### config.mk
export PLATFORM = sky130hd
export DESIGN_NAME = tdm_demux_1_4
export DESIGN_NICKNAME = d
export VERILOG_FILES = /design/src/rtl/tdm_demux_1_4.sv
export SDC_FILE = /design/constraint.sdc
export NUM_CORES = 1
export LEC_CHECK = 0
export ABC_CLOCK_PERIOD_IN_PS = 5400
export CAP_MARGIN = 20
export CORE_ASPECT_RATIO = 0.75
export CORE_MARGIN = 3
export CORE_UTILIZATION = 48
export CTS_BUF_LIST = sky130_fd_sc_hd__clkbuf_8 sky130_fd_sc_hd__clkbuf_16
export DETAILED_ROUTE_END_ITERATION = 16
export PLACE_DENSITY = 0.84
export REMOVE_ABC_BUFFERS = 1
export SYNTH_ARGS = -nofsm -noshare
export SYNTH_HDL_FRONTEND = slang
export SYNTH_SLANG_ARGS = --single-unit
### constraint.sdc
create_clock -name clk -period 5.4 [get_ports clk]
set_input_delay 0.81 -clock clk [delete_from_list [all_inputs] [get_ports clk]]
set_output_delay 0.81 -clock clk [all_outputs]
set_load 0.02 [all_outputs]
### src/rtl/tdm_demux_1_4.sv
// tdm_demux_1_4: splits a 4:1 time-multiplexed sample stream back into four
// registered channel outputs. A two-state framer (HUNT / LOCKED) aligns on the
// sof-tagged channel-0 sample, then steps through channels 1..3. Framing
// violations raise a one-cycle sync_err pulse.
// Optional build macro SYNC_ERR_COUNT_EN adds err_cnt, an 8-bit saturating
// count of sync_err pulses.
module tdm_demux_1_4 #(
  parameter int WIDTH = 8
) (
  input  logic             clk,
  input  logic             rst,
  input  logic [WIDTH-1:0] din,
  input  logic             din_valid,
  input  logic             sof,
  output logic [WIDTH-1:0] o0,
  output logic [WIDTH-1:0] o1,
  output logic [WIDTH-1:0] o2,
  output logic [WIDTH-1:0] o3,
  output logic             vld0,
  output logic             vld1,
  output logic             vld2,
  output logic             vld3,
  output logic [1:0]       sel,
  output logic             locked,
  output logic             frame_done,
  output logic             sync_err
`ifdef SYNC_ERR_COUNT_EN
  ,
  output logic [7:0]       err_cnt
`endif
);

  typedef enum logic {
    HUNT   = 1'b0,
    LOCKED = 1'b1
  } state_t;

  // One-hot valid vector for a channel write.
  function automatic logic [3:0] ch_onehot(input logic en, input logic [1:0] ch);
    logic [3:0] v;
    v = 4'b0000;
    if (en) v[ch] = 1'b1;
    return v;
  endfunction

  // Increment that holds at the all-ones value instead of wrapping.
  function automatic logic [7:0] sat_inc8(input logic [7:0] cnt);
    return (cnt == 8'hFF) ? cnt : cnt + 8'd1;
  endfunction

  state_t           state, state_nxt;
  logic [1:0]       sel_p1, sel_nxt;

  // Decoded action for the sample presented this cycle.
  logic             wr_en_p0;
  logic [1:0]       wr_ch_p0;
  logic             fd_p0;
  logic             se_p0;

  // Registered outputs.
  logic [WIDTH-1:0] o_p1 [4];
  logic [3:0]       vld_p1;
  logic             fd_p1;
  logic             se_p1;

  // State register: framer state and next-channel pointer advance only on valid samples.
  always_ff @(posedge clk) begin
    if (rst) begin
      state  <= HUNT;
      sel_p1 <= 2'd0;
    end else if (din_valid) begin
      state  <= state_nxt;
      sel_p1 <= sel_nxt;
    end
  end

  // Next-state logic: sof always realigns to channel 0; a missing sof at a frame start drops lock.
  always_comb begin
    state_nxt = state;
    sel_nxt   = sel_p1;
    case (state)
      HUNT: begin
        if (sof) begin
          state_nxt = LOCKED;
          sel_nxt   = 2'd1;
        end
      end
      LOCKED: begin
        if (sof) begin
          sel_nxt = 2'd1;
        end else if (sel_p1 == 2'd0) begin
          state_nxt = HUNT;
          sel_nxt   = 2'd0;
        end else begin
          sel_nxt = sel_p1 + 2'd1;
        end
      end
      default: begin
        state_nxt = HUNT;
        sel_nxt   = 2'd0;
      end
    endcase
  end

  // Output decode: which channel (if any) takes din, and which pulses fire.
  always_comb begin
    wr_en_p0 = 1'b0;
    wr_ch_p0 = 2'd0;
    fd_p0    = 1'b0;
    se_p0    = 1'b0;
    if (din_valid) begin
      case (state)
        HUNT: begin
          if (sof) begin
            wr_en_p0 = 1'b1;
            wr_ch_p0 = 2'd0;
          end
        end
        LOCKED: begin
          if (sof) begin
            // sof mid-frame is an early frame: flag it but still realign on it.
            wr_en_p0 = 1'b1;
            wr_ch_p0 = 2'd0;
            se_p0    = (sel_p1 != 2'd0);
          end else if (sel_p1 == 2'd0) begin
            se_p0    = 1'b1;
          end else begin
            wr_en_p0 = 1'b1;
            wr_ch_p0 = sel_p1;
            fd_p0    = (sel_p1 == 2'd3);
          end
        end
        default: begin
          wr_en_p0 = 1'b0;
        end
      endcase
    end
  end

  // ---- stage p0 -> p1: register channel data and one-cycle pulses ----
  // Output registers: capture din into the selected channel and emit the pulses.
  always_ff @(posedge clk) begin
    if (rst) begin
      for (int i = 0; i < 4; i++) o_p1[i] <= '0;
      vld_p1 <= 4'b0000;
      fd_p1  <= 1'b0;
      se_p1  <= 1'b0;
    end else begin
      vld_p1 <= ch_onehot(wr_en_p0, wr_ch_p0);
      fd_p1  <= fd_p0;
      se_p1  <= se_p0;
      if (wr_en_p0) o_p1[wr_ch_p0] <= din;
    end
  end

`ifdef SYNC_ERR_COUNT_EN
  logic [7:0] err_cnt_p1;

  // Error counter: counts framing violations together with the sync_err pulse, saturating at 255.
  always_ff @(posedge clk) begin
    if (rst) begin
      err_cnt_p1 <= 8'd0;
    end else if (se_p0) begin
      err_cnt_p1 <= sat_inc8(err_cnt_p1);
    end
  end

  assign err_cnt = err_cnt_p1;
`endif

  assign o0         = o_p1[0];
  assign o1         = o_p1[1];
  assign o2         = o_p1[2];
  assign o3         = o_p1[3];
  assign vld0       = vld_p1[0];
  assign vld1       = vld_p1[1];
  assign vld2       = vld_p1[2];
  assign vld3       = vld_p1[3];
  assign sel        = sel_p1;
  assign locked     = (state == LOCKED);
  assign frame_done = fd_p1;
  assign sync_err   = se_p1;

endmodule

==> results of run 1 <==
kinds of logic after synthesis:
group           Yosys count
simple gates             47
buf+inv                  18
flops                    41
compound gates           11
fa+ha+maj                 4
power breakdown:
part	switching, W	internal, W
Clock	0.000101	0.000136
Sequential	0.00000598	0.000353
Combinational	0.0000427	0.0000348
Total	0.000149	0.000524
synth_stat cells (all sizes together):
cell,instances
o21a,1
o21ai,3
o22a,1
a311oi,1
o22ai,1
or2b,1
nand2b,1
clkbuf,1
or3,1
edfxtp,32
nor3,1
nor2,29
a21oi,3
nor4b,1
inv,13
nand2,2
nand3,8
nor4,1
or4b,1
ha,4
nand3b,1
dfxtp,9
o31ai,1
buf,4
per-layer routing:
metal  vias up  track usage (%)  routed length [microns]
met3         5            5.957                      401
met5         -                0                        0
met2        66            31.13                     1721
li1        534                -                        -
met1       516            22.38                     1309
met4         0            5.630                       48
per-stage QoR:
step	hold WS [ns]	cells	utilization (%)	setup slack [ns]	total power, W
2_1_floorplan	0.6030	116	-	2.805	0.0004009
3_3_place_gp	0.5559	206	69.44	2.045	0.0004400
3_5_place_dp	0.5692	206	69.44	1.907	0.0004428
4_1_cts	0.5947	214	73.06	2.206	0.0006756
5_1_grt	0.6265	216	73.39	2.436	0.0007028
6_report	0.5985	216	73.39	2.586	0.0006728
final timing paths:
path	to	depth (start not counted)
max	o_p1[0][0]	7
min	sync_err	2
min reg2reg	sync_err	2
max reg2reg	o_p1[0][0]	7
flip-flops by register name (all words and copies together), names as in the netlist:
register	flops
sync_err	1
sel	2
vld_p1	4
locked	1
frame_done	1
o_p1	32
layout make-up:
type                       count  area [sq um]
clock buffer                   5         68.82
fill                         204         809.5
tap                           38         47.55
multi-input combinational     62         354.1
clock inverter                 3         41.29
sequential                    41          1141
timing repair buffer          54         530.5
inverter                      13         48.80
worst min-delay path, stage by stage (launching register included):
cell and delay (ns):
dfxtp_1 0.39, nand2_1 0.12, nor3_1 0.05
==> flow_summary.yaml, run 1 <==
outcome:
  status: "finished clean"
yosys:
  yosys.area.top_type_share_pct: 60.95
  synth_top_family_by_area: "simple AND/OR/NAND/NOR gates"
  ys_ff_latch: 41
  synth_mux_area_share_pct: 0
  ys_warn_count: 0
  synth.avg_cell_area_sq_um: 13.03
  synth_compound_area_share_pct: 5.317
  ys_seq_area_share_pct: 72.38
  synth_xor_area_share_pct: 0
  syn_inst: 121
  syn_area_sq_mm: 0.001577
  synth_top_cell_by_area: "edfxtp_1"
  yosys.area_share.simple_pct: 13.97
  ys_top_cells_by_area: "edfxtp_1 (61%), dfxtp_1 (11%), nor2_1 (6.7%)"
  synth_fa_ha_area_share_pct: 3.175
  yosysUniqueCellTypes: 30
worst_hold_path:
  min_from: "locked"
  hold_path.class: "reg -> reg"
timing:
  worst_slew_pin_slew_ns: 0.4629
  drv_slew: 0
  hold_viol: 0
  rsz0062_at_grt: "no"
  min_period_ns: 2.814
  setup-violations-final: 0
  relSlewSlack_pct: 69.14
  min_period_over_period_pct: 52.11
  setup_tns_ns: 0
  fmax_ghz: 0.3554
  skew_ns: 0.001477
critical_path:
  path_buf_inv: 3
  crit-reg2reg-launch: "sel[0]"
  crit_arrival_ns: 2.80
  worstSetupPathType: "in -> reg"
  crit_path_start: "sof"
  r2r_slack_ns: 2.90
  crit_chain: "clkdlybuf4s50_1 > inv_1 > ha_1 > a21oi_2 > nand2_1 > o21ai_0 > buf_2"
  slowest_stage: "clkdlybuf4s50_1"
  start_kind: "input pin"
  slowest_delay_ns: 0.53
  end_kind: "register"
  required_ns: 5.39
  path_delay_family: "buffers and inverters"
  path_max_fanout: 9
global_routing:
  grt_usage_pct: 18.45
  grt_pass1_vias: 1124
  antenna_found_initial: 0
  grt_max_degree: 14
  grt-ovfl-total: 0
  grt_first_pass_wirelength_microns: 5547
clock_network:
  cts_tree: "done"
  insertion_delay_ns: 0.29
  cts_resized: 0
  cts_hold_buf: 0
  cts-buffers-inserted: 5
  cts.clk_slew.worst_paths_ns: 0.07
  cts_root_buf: "clkbuf_8"
  clock_path_buffers: 2
  cts_setup_buffers: 0
  cts_sinks: 41
  htreeDepth: 2
layout:
  final_common_cell: "clkdlybuf4s50_1"
  diodes: 0
  area_delta_synth_final_pct: 41.59
  layout_common_cells: "clkdlybuf4s50_1 (52), edfxtp_1 (32), nor2_1 (28)"
  drive_gt1_share_pct: 8.989
  fin_nets: 193
  design_area_sq_mm: 0.002232
pwr:
  leakage_nw: 0.8604
  peakVddDrop_mv: 0.1738
  p_per_area_mw_per_mm2: 301.4
die:
  die_h_microns: 55.63
  die-area_sq_mm: 0.004015
  row_count: 17
  initial_core_util_pct: 51.83
  floorplan.core_area_sq_mm: 0.003042
  ioPinCount: 53
  die_x_microns: 72.18
place:
  place_hpwl_microns: 2616
  routabilityCongestion: 0.8326
  io_buffer_count: 52
  place_area_sq_mm: 0.002112
detailed_routing:
  drc: 0
  routed_wl_microns: 3481
  wire_per_inst_microns: 16.12
  firstDrtPassIters: 4
  drt_iter0_markers: 150
  ant_nets: 0
  vias: 1121
  via_per_inst: 5.190
run:
  maxCapViolCount: 0
Note: power is estimated with default switching activity, not from simulation.
==> inputs of run 2 (changes only) <==
--- a/config.mk
+++ b/config.mk
@@ -5,14 +5,14 @@
 export SDC_FILE = /design/constraint.sdc
 export NUM_CORES = 1
 export LEC_CHECK = 0
-export ABC_CLOCK_PERIOD_IN_PS = 5400
+export ABC_CLOCK_PERIOD_IN_PS = 2630
 export CAP_MARGIN = 20
 export CORE_ASPECT_RATIO = 0.75
 export CORE_MARGIN = 3
-export CORE_UTILIZATION = 48
+export CORE_UTILIZATION = 44
 export CTS_BUF_LIST = sky130_fd_sc_hd__clkbuf_8 sky130_fd_sc_hd__clkbuf_16
 export DETAILED_ROUTE_END_ITERATION = 16
-export PLACE_DENSITY = 0.84
+export PLACE_DENSITY = 0.78
 export REMOVE_ABC_BUFFERS = 1
 export SYNTH_ARGS = -nofsm -noshare
 export SYNTH_HDL_FRONTEND = slang
==> constraint.sdc (replaced) <==
create_clock -name clk -period 2.63 [get_ports clk]
set_input_delay 0.3945 -clock clk [delete_from_list [all_inputs] [get_ports clk]]
set_output_delay 0.3945 -clock clk [all_outputs]
set_load 0.02 [all_outputs]
==> run 2 against run 1 <==
Net effect: sequential cell count unchanged; non-clock buffer count increased by 4; setup slack got worse by 2.1 ns.
==> flow_summary.yaml, run 2 (same netlist as run 1, synthesis figures left out) <==
worst_hold_path:
  worstHoldEndpoint: "sync_err"
  min_from: "locked"
  min_path_cells: 2
  hold_path.class: "reg -> reg"
global_routing:
  antenna_found_initial: 0
  grt_max_degree: 13
  grt_usage_pct: 16.92
  grt-ovfl-total: 0
  grt_pass1_vias: 1190
  grt_first_pass_wirelength_microns: 5409
clock_network:
  htreeDepth: 2
  cts_root_buf: "clkbuf_8"
  cts_resized: 0
  cts_hold_buf: 0
  insertion_delay_ns: 0.28
  cts_setup_buffers: 0
  clock_path_buffers: 2
  cts.clk_slew.worst_paths_ns: 0.07
  cts_sinks: 41
  cts-buffers-inserted: 5
  cts_tree: "done"
critical_path:
  slowest_stage: "or4b_1"
  crit_arrival_ns: 2.10
  required_ns: 2.56
  slowest_delay_ns: 0.50
  path_buf_inv: 1
  reg2reg_to: "o_p1[1][5]"
  crit-reg2reg-launch: "sel[0]"
  start_kind: "register"
  end_kind: "register"
  path_max_fanout: 8
  worstSetupPathType: "reg -> reg"
  r2r_slack_ns: 0.46
  crit_chain: "inv_2 > ha_1 > nand2b_1 > or4b_1 > o21ai_2"
  reg2regPathDepth: 5
  path_delay_family: "simple AND/OR/NAND/NOR gates"
layout:
  largest_register_ffs: 32
  diodes: 0
  finish.utilization_pct: 66.78
  fin_nets: 197
  drive_gt1_share_pct: 10.44
  layout_common_cells: "clkdlybuf4s50_1 (52), edfxtp_1 (32), nor2_1 (28)"
  regMostFlops: "o_p1"
  area_delta_synth_final_pct: 42.14
  final_common_cell: "clkdlybuf4s50_1"
timing:
  rsz0062_at_grt: "no"
  setup_tns_ns: 0
  worst_slew_pin_slew_ns: 0.4583
  relSlewSlack_pct: 69.45
  fmax_ghz: 0.4615
  hold_viol: 0
  min_period_over_period_pct: 82.40
  min_period_ns: 2.167
  setup-violations-final: 0
  drv_slew: 0
  skew_ns: 0.003918
pwr:
  leakage_nw: 0.8717
  peakVddDrop_mv: 0.3620
  p_per_area_mw_per_mm2: 570.2
  total_power_w: 0.001278
detailed_routing:
  ant_nets: 0
  routed_wl_microns: 3420
  via_per_inst: 5.122
  vias: 1137
  drt_iter0_markers: 77
  drc: 0
  firstDrtPassIters: 4
  wire_per_inst_microns: 15.41
place:
  routabilityCongestion: 0.8636
  place_hpwl_microns: 2578
  io_buffer_count: 52
die:
  ioPinCount: 53
  die_x_microns: 75.12
  row_count: 18
  die_h_microns: 57.84
  initial_core_util_pct: 46.98
  die-area_sq_mm: 0.004345
  floorplan.core_area_sq_mm: 0.003356
outcome:
  status: "finished clean"
run:
  maxCapViolCount: 0
[run 2: changes by cell type in the layout (fill, tap and decap cells not counted), sizes merged]
| cell | delta |
|---|---|
| buf | +4 |
| bufinv | -1 |
| clkinv | +2 |
| clkinvlp | -1 |
[run 2: worst max-delay path by stage]
stage          depth (start not counted)         end  slack [ns]  startpoint
2_1_floorplan                          6  o_p1[0][0]        0.07      sel[0]
3_3_place_gp                           6  o_p1[1][0]        0.37         sof
3_5_place_dp                           6  o_p1[1][7]        0.25         sof
4_1_cts                                5  o_p1[1][5]        0.45      sel[0]
5_1_grt                                5  o_p1[1][1]        0.33      sel[0]
6_report                               5  o_p1[1][5]        0.46      sel[0]
[run 2: final cells by class]
cell class	count	area (sq um)
sequential	41	1141
fill	242	1115
timing repair buffer	58	565.5
multi-input combinational	62	354.1
clock buffer	5	68.82
tap	40	50.05
inverter	13	48.80
clock inverter	3	12.51
[run 2: layer usage]
metal / GRT usage [%] / wire [microns] / up-vias / part of all wire (%)
li1: - / - / 542 / -
met1: 20.71 / 1453 / 541 / 42
met2: 28.78 / 1666 / 49 / 49
met4: 6.091 / 38 / 0 / 1.1
met5: 0 / 0 / - / 0
met3: 4.333 / 262 / 5 / 7.7
[run 2: worst reg2reg max path: cells and delay by family, from the launching register on]
kind,cells,cell delay [ns]
simple gates,2,0.72
flops,1,0.38
compound gates,1,0.40
buf+inv,1,0.11
fa+ha+maj,1,0.20
[run 2: where the power goes]
group	switching, W	internal [W]
clock	0.000200	0.000179
combinational	0.0000881	0.0000754
sequential	0.0000116	0.000724
[run 2: per-stage QoR]
stage / std cells / cell area [sq um] / setup WS, ns / hold WS [ns]
2_1_floorplan: 116 / 1544 / 0.06611 / 0.4664
3_3_place_gp: 214 / 2160 / 0.3681 / 0.5500
3_5_place_dp: 214 / 2160 / 0.2483 / 0.5861
4_1_cts: 222 / 2241 / 0.4463 / 0.6011
5_1_grt: 222 / 2241 / 0.3330 / 0.6318
6_report: 222 / 2241 / 0.4630 / 0.6046
